## config.mk

```make
export PLATFORM = sky130hd
export DESIGN_NAME = i2s_dac_tx
export DESIGN_NICKNAME = d
export VERILOG_FILES = /design/src/rtl/i2s_dac_tx.sv
export SDC_FILE = /design/constraint.sdc
export NUM_CORES = 1
export LEC_CHECK = 0
export ABC_AREA = 1
export CAP_MARGIN = 40
export CORE_UTILIZATION = 50
export DETAILED_ROUTE_END_ITERATION = 7
export HOLD_SLACK_MARGIN = 0.08
export PLACE_DENSITY = 0.83
export SYNTH_ARGS = -nofsm -noshare
export SYNTH_HDL_FRONTEND = slang
export SYNTH_SLANG_ARGS = --single-unit
```

## constraint.sdc

```tcl
create_clock -name clk -period 2.9 [get_ports clk]
set_input_delay 0.725 -clock clk [delete_from_list [all_inputs] [get_ports clk]]
set_output_delay 0.725 -clock clk [all_outputs]
set_load 0.01 [all_outputs]
```

## src/rtl/i2s_dac_tx.sv

```systemverilog
`default_nettype none
// ============================================================================
// Module   : i2s_dac_tx
// Brief    : I2S stereo serializer slaved to codec BCLK/DACLRCK, with a
//            one-entry valid/ready holding buffer and an underrun counter.
// Revision : 1.0 - initial release
// ============================================================================
module i2s_dac_tx #(
    parameter int DATA_WIDTH = 24,
    parameter int SLOT_BITS  = 32
) (
    input  logic                  clk,
    input  logic                  reset,
    input  logic [DATA_WIDTH-1:0] sample_left,
    input  logic [DATA_WIDTH-1:0] sample_right,
    input  logic                  sample_valid,
    output logic                  sample_ready,
    input  logic                  AUD_BCLK,
    input  logic                  AUD_DACLRCK,
    output logic                  AUD_DACDAT,
    output logic                  frame_start,
    output logic [15:0]           underrun_count
);

    localparam int                CW              = $clog2(SLOT_BITS);
    localparam logic [CW-1:0]     c_CNT_MAX       = CW'(SLOT_BITS - 1);
    localparam logic [CW-1:0]     c_CNT_DATA_LAST = CW'(DATA_WIDTH);
    localparam logic [15:0]       c_UNDERRUN_MAX  = 16'hFFFF;

    localparam logic [1:0]        c_ST_SYNC  = 2'd0;
    localparam logic [1:0]        c_ST_LEFT  = 2'd1;
    localparam logic [1:0]        c_ST_RIGHT = 2'd2;

    logic                  r_bclk_s1, r_bclk_s2, r_bclk_d;
    logic                  r_lrck_s1, r_lrck_s2, r_lrck_prev;
    logic                  w_bclk_fall, w_boundary;

    logic [1:0]            r_state, w_state_next;
    logic                  w_load_frame, w_load_right, w_shift_en;

    logic [CW-1:0]         r_bit_cnt, w_cnt_next;
    logic [DATA_WIDTH-1:0] r_shift, r_right_hold;
    logic                  r_dacdat;
    logic                  r_frame_start;
    logic [15:0]           r_underrun;

    logic                  r_buf_full;
    logic [DATA_WIDTH-1:0] r_buf_l, r_buf_r;
    logic                  w_accept;

    // Codec clocks are asynchronous: two-flop synchronizers plus a BCLK delay tap.
    always_ff @(posedge clk) begin
        if (reset) begin
            r_bclk_s1 <= 1'b0;
            r_bclk_s2 <= 1'b0;
            r_bclk_d  <= 1'b0;
            r_lrck_s1 <= 1'b0;
            r_lrck_s2 <= 1'b0;
        end else begin
            r_bclk_s1 <= AUD_BCLK;
            r_bclk_s2 <= r_bclk_s1;
            r_bclk_d  <= r_bclk_s2;
            r_lrck_s1 <= AUD_DACLRCK;
            r_lrck_s2 <= r_lrck_s1;
        end
    end

    assign w_bclk_fall = r_bclk_d & ~r_bclk_s2;
    assign w_boundary  = w_bclk_fall & (r_lrck_s2 != r_lrck_prev);
    assign w_cnt_next  = (r_bit_cnt == c_CNT_MAX) ? r_bit_cnt : r_bit_cnt + CW'(1);

    always_ff @(posedge clk) begin
        if (reset) begin
            r_state <= c_ST_SYNC;
        end else begin
            r_state <= w_state_next;
        end
    end

    always_comb begin
        w_state_next = r_state;
        if (w_boundary) begin
            if (!r_lrck_s2) begin
                w_state_next = c_ST_LEFT;
            end else if (r_state != c_ST_SYNC) begin
                w_state_next = c_ST_RIGHT;
            end
        end
    end

    always_comb begin
        w_load_frame = w_boundary & ~r_lrck_s2;
        w_load_right = w_boundary & r_lrck_s2 & (r_state != c_ST_SYNC);
        w_shift_en   = w_bclk_fall & ~w_boundary & (r_state != c_ST_SYNC)
                       & (w_cnt_next <= c_CNT_DATA_LAST);
    end

    // Serial datapath; the boundary fall itself drives the one-bit delay slot.
    always_ff @(posedge clk) begin
        if (reset) begin
            r_lrck_prev  <= 1'b0;
            r_bit_cnt    <= '0;
            r_dacdat     <= 1'b0;
            r_shift      <= '0;
            r_right_hold <= '0;
        end else if (w_bclk_fall) begin
            r_lrck_prev <= r_lrck_s2;
            r_bit_cnt   <= w_boundary ? '0 : w_cnt_next;
            r_dacdat    <= w_shift_en ? r_shift[DATA_WIDTH-1] : 1'b0;
            if (w_load_frame) begin
                r_shift      <= r_buf_full ? r_buf_l : '0;
                r_right_hold <= r_buf_full ? r_buf_r : '0;
            end else if (w_load_right) begin
                r_shift <= r_right_hold;
            end else if (w_shift_en) begin
                r_shift <= {r_shift[DATA_WIDTH-2:0], 1'b0};
            end
        end
    end

    assign sample_ready = ~r_buf_full & ~reset;
    assign w_accept     = sample_valid & sample_ready;

    // An accept only happens when empty, so it never collides with a load that empties.
    always_ff @(posedge clk) begin
        if (reset) begin
            r_buf_full    <= 1'b0;
            r_buf_l       <= '0;
            r_buf_r       <= '0;
            r_frame_start <= 1'b0;
            r_underrun    <= '0;
        end else begin
            r_frame_start <= w_load_frame;
            if (w_load_frame) begin
                r_buf_full <= 1'b0;
                if (!r_buf_full && (r_underrun != c_UNDERRUN_MAX)) begin
                    r_underrun <= r_underrun + 16'd1;
                end
            end
            if (w_accept) begin
                r_buf_full <= 1'b1;
                r_buf_l    <= sample_left;
                r_buf_r    <= sample_right;
            end
        end
    end

    assign AUD_DACDAT     = r_dacdat;
    assign frame_start    = r_frame_start;
    assign underrun_count = r_underrun;

endmodule
`default_nettype wire

```

# --- After elaboration in Yosys (flattened, before gate mapping) ---
# Cells that the tools add are included.
word_totals:
  word_cells: 59
  out_inout_bits: 19
  register_bits: 128
op_classes:
  reduce_logical: 9
  muxes: 12
  n_lt_le_gt_ge: 1
  bitwise_logic: 15
  eq_ne: 4
  add_sub_neg: 2
ops:
  columns: ["operator", "count"]
  rows:
  - ["$mux 24", 5]
  - ["$add 16x1->16 const B", 1]
  - ["$ne 16x16->1 const B", 1]
  - ["$and 1x1->1", 10]
  - ["$mux 5", 2]
  - ["$reduce_and 2->1", 4]
  - ["$add 5x1->5 const B", 1]
  - ["$eq 5x5->1 const B", 1]
  - ["$le 5x5->1 const B", 1]
  - ["$not 1->1", 5]
  - ["$mux 2", 2]
  - ["$reduce_bool 2->1", 2]
  - ["$mux 1", 3]
  - ["$reduce_bool 3->1", 1]
  - ["$ne 2x1->1 const B", 1]
  - ["$logic_and 1x1->1", 1]
  - ["$logic_not 1->1", 1]
  - ["$ne 1x1->1", 1]

# --- Longest topological paths before layout ---
logic_depth:
  depth_word: 10
  depth_mapped: 13
  ltp_nobuf: 12

# --- Worst setup path before layout ---
# No wires, ideal clock.
synth_timing:
  path_kind: "input-to-reg"
  startpoint: "input port reset"
  endpoint: "register r_buf_r[0]"
  n_path_buf: 1
  required_ns: 2.826
  path_slack_ns: 1.166
  path_stages: 6
  arrival_time_ns: 1.659
  path_cell_list: "nor2_1 nand2_1 clkinv_1 clkbuf_1 nand2_1 o21ai_0"
synth_via:
  elab_chain_cells: 3
synth_rtl:
  columns: ["item", "line", "source"]
  rows:
  - ["from (decl)", "13", "input logic reset,"]
  - ["$not 1->1", "121", "assign sample_ready = ~r_buf_full & ~reset;"]
  - ["$and 1x1->1", "121", null]
  - ["$and 1x1->1", "122", "assign w_accept = sample_valid & sample_ready;"]
  - ["to (signal assigned)", "143", "r_buf_r <= sample_right;"]
  - ["to (decl)", "48", "logic [DATA_WIDTH-1:0] r_buf_l, r_buf_r;"]
# Parallel ways exist; a longest one is shown, timed or not.
# A chain may end at the register's enable or synchronous reset.

# --- Final worst setup path ---
layout_timing:
  startpoint: "input port reset"
  endpoint: "output port sample_ready"
layout_via:
  elab_chain_cells: 2
layout_rtl:
  columns: ["item", "line", "source"]
  rows:
  - ["$not 1->1", "121", null]
  - ["$and 1x1->1", "121", null]
  - ["to (decl)", "17", "output logic sample_ready,"]
# No other way between the ends.

==> results.tsv <==
metric	value	unit
status	completed	
Crit path max-delay family	buffers and inverters	
asr flop ratio synth	0	%
unrepaired setup endpoints after global routing	false	
DR vias	5236	
Vias/cell	5.14	
syn_area_per_cell	7.09	um^2
Seq/Total Area, Yosys	44.5	%
vias in the first global route	4632	
crit path DAT	1.82	ns
Die Footprint	12000	um^2
Reg-to-Reg Start	r_bit_cnt[1]	
Hold Path Class	flip-flop to flip-flop	
Root Driver	clkbuf_16	
DRT antenna net count	0	
sw power	1.00	mW
Clock Power Share	51.1	%
post-layout instance area	7140	um^2
Pint	3.22	mW
Max Cap Viol	0	
post-synthesis register bit count	128	
Longest Clk Path Bufs	2	
Tot Pwr	4.22	mW
Setup crit end kind	output pin	
die span in y	109	um
Placed Instances	986	
Critical path destination	sample_ready	
Starting Density	52.2	%
list of most frequent post-synthesis cells	nand2_1, dfxtp_1, nand3_1	
Post-CTS Setup Bufs	0	
hold_buf cts	0	
share of cells above drive strength 1	9.11	%
total track usage	22.8	%
top-area cell type share of the netlist area	44.5	%
top-count cell post-synth	nand2_1	
share of power burned in registers	43.7	%
P&R area growth vs syn	23.9	%
setup_tns	0	ns
clock-pin slew on the worst setup and hold paths	0.06	ns
Slew HR	57.9	%
Buf+Inv Stages, Crit Path	2	
clk_lat worst skew	0.41	ns
post-CTS sizing	0	
largest net degree at the start of global routing	62	
CTS HTree Levels	4	
Worst Tran Pin Value	0.631	ns
Combinational Power Share	5.2	%
clock buffer count from CTS	17	
WL/cell	12.7	um
Final min period	2.55	ns
Netlist cell types	33	
CTS tree	built	
Final Hold Fails	0	
Mapped Area	5760	um^2
WL final	12.9	mm
Main synth FF type	dfxtp_1	
Core ar.	11000	um^2
total grt overflow	0	
maximum vdd ir drop	0.412	mV
Worst path depth	3	
Final Core Density	64.7	%
ant diodes	0	
post-placement cell area	6540	um^2
initial antenna violation count	0	
CTS Sinks	128	
Max Clock Skew	0.00966	ns
# rows	38	
Final period util	87.8	%
Final setup violation count	0	
reg2reg end	r_shift[16]	
Final Non-Filler Cells	1018	
Detailed Place HPWL	8.03	mm
Syn Inst Count	812	
crit-path most repeated cell	clkdlybuf4s50_1	
required time of the critical path	2.17	ns
IO buf count	71	
# nets final	920	
crit path launch type	input pin	
syn_nets	867	
beginning of the critical path	reset	
crit-path max FO	2	
Post-synth EDFFs	0	
chip width	109	um
f_max	0.393	GHz
critical path type	input pin to output pin	
P_leak	3.08	nW
Reg2Reg Depth	11	
Final Max Slew Viols	0	
Yosys warning count	0	
synth top area cells	dfxtp_1, nand2_1, nand3_1	
flop2flop setup slack	0.76	ns
PwrDens	592	nW/um^2
Sw Ratio	23.7	%
fillers	913	
DRC Markers	0	
first drt pass iteration count	5	
first-pass GRT wire length	21.6	mm
RePlAce Congestion	0.869	
slowest stage delay, CP	0.56	ns
io pins	72	
CP Cell Sequence	clkdlybuf4s50_1, nor2_1, clkdlybuf4s50_1	
critical path's slowest cell	clkdlybuf4s50_1	
DR iter-0 viols	511	
leading area contributor after synthesis	dfxtp_1	
==> sequential cells by signal, summed over array words and instances, names as in the netlist <==
signal	count
r_lrck_s1	1
AUD_DACDAT	1
r_bclk_s1	1
frame_start	1
r_state	2
r_bclk_d	1
r_bit_cnt	5
r_shift	24
r_right_hold	24
r_lrck_prev	1
underrun_count	16
r_lrck_s2	1
r_bclk_s2	1
r_buf_l	24
r_buf_r	24
r_buf_full	1
==> worst reg2reg max path, delay by kind of cell, from the launching register on <==
kind,cells,cell delay [ns]
buffers and inverters,1,0.26
flip-flops,1,0.41
AND/OR/NAND/NOR,9,1.10
adder cells (fa/ha/maj),1,0.26
==> worst min path at each step <==
| stage | startpoint | slack, ns | depth (start not counted) | endpoint |
|---|---|---|---|---|
| floorplan | r_bclk_s1 | 0.39 | 2 | r_bclk_s2 |
| global placement | r_bclk_s1 | 0.39 | 2 | r_bclk_s2 |
| detailed placement | r_bclk_s1 | 0.40 | 2 | r_bclk_s2 |
| CTS | r_bclk_s1 | 0.41 | 2 | r_bclk_s2 |
| global route | r_lrck_s1 | 0.43 | 2 | r_lrck_s2 |
| finish | r_bclk_s1 | 0.41 | 2 | r_bclk_s2 |
==> stage by stage <==
step,hold WS (ns),setup slack [ns]
2_1_floorplan,0.388,1.17
3_3_place_gp,0.391,0.355
3_5_place_dp,0.399,0.358
4_1_cts,0.410,0.355
5_1_grt,0.430,0.286
6_report,0.407,0.353
==> routing by layer <==
layer	up-vias	part of all wire (%)	global-route usage [%]
li1	2728	-	-
met1	2324	48	32.6
met2	162	44	33.6
met3	22	5.8	5.16
met4	0	1.7	8.38
met5	-	0	0
==> power by group through the flow <==
| stage | clock (mW) | combinational, mW | sequential, mW |
|---|---|---|---|
| 6_report | 2.16 | 0.220 | 1.85 |
| 2_1_floorplan | 0 | 0.114 | 1.88 |
| 4_1_cts | 2.18 | 0.221 | 1.85 |
| 3_3_place_gp | 0 | 0.215 | 1.88 |
| 5_1_grt | 2.26 | 0.248 | 1.85 |
| 3_5_place_dp | 0 | 0.220 | 1.88 |
==> kinds of logic (layout without fill, tap and decap cells) <==
| family | after synthesis | count (layout) | share of synthesized area [%] |
|---|---|---|---|
| buf+inv | 113 | 179 | 8.41 |
| xor+xnor | 11 | 11 | 1.67 |
| flops | 128 | 128 | 44.5 |
| fa+ha+maj | 2 | 2 | 0.434 |
| compound gates | 110 | 110 | 11.3 |
| simple gates | 448 | 448 | 33.7 |
==> cells in the final DEF (no fill, tap or decap), drive strengths merged, types with 2 or more instances in the layout <==
cell           count
a21oi             49
buf               12
bufinv             2
clkbuf            17
clkdlybuf4s50     71
clkinv             2
clkinvlp           2
dfxtp            128
ha                 2
inv               73
nand2            254
nand3            104
nand3b            22
nand4              4
nor2              56
nor3               8
o21ai             54
o22ai              2
o32ai              2
xnor2              2
xor2               9
==> layout make-up <==
type                       count  area (um^2)  share of cell area, %
inverter                      64          240                   3.37
timing repair buffer          83          838                   11.7
tap                          140          175                   2.45
sequential                   128         2560                   35.9
multi-input combinational    571         2720                   38.2
clock buffer                  17          425                   5.96
clock inverter                15          173                   2.42
No activity file was read; power rests on OpenSTA's default activity.
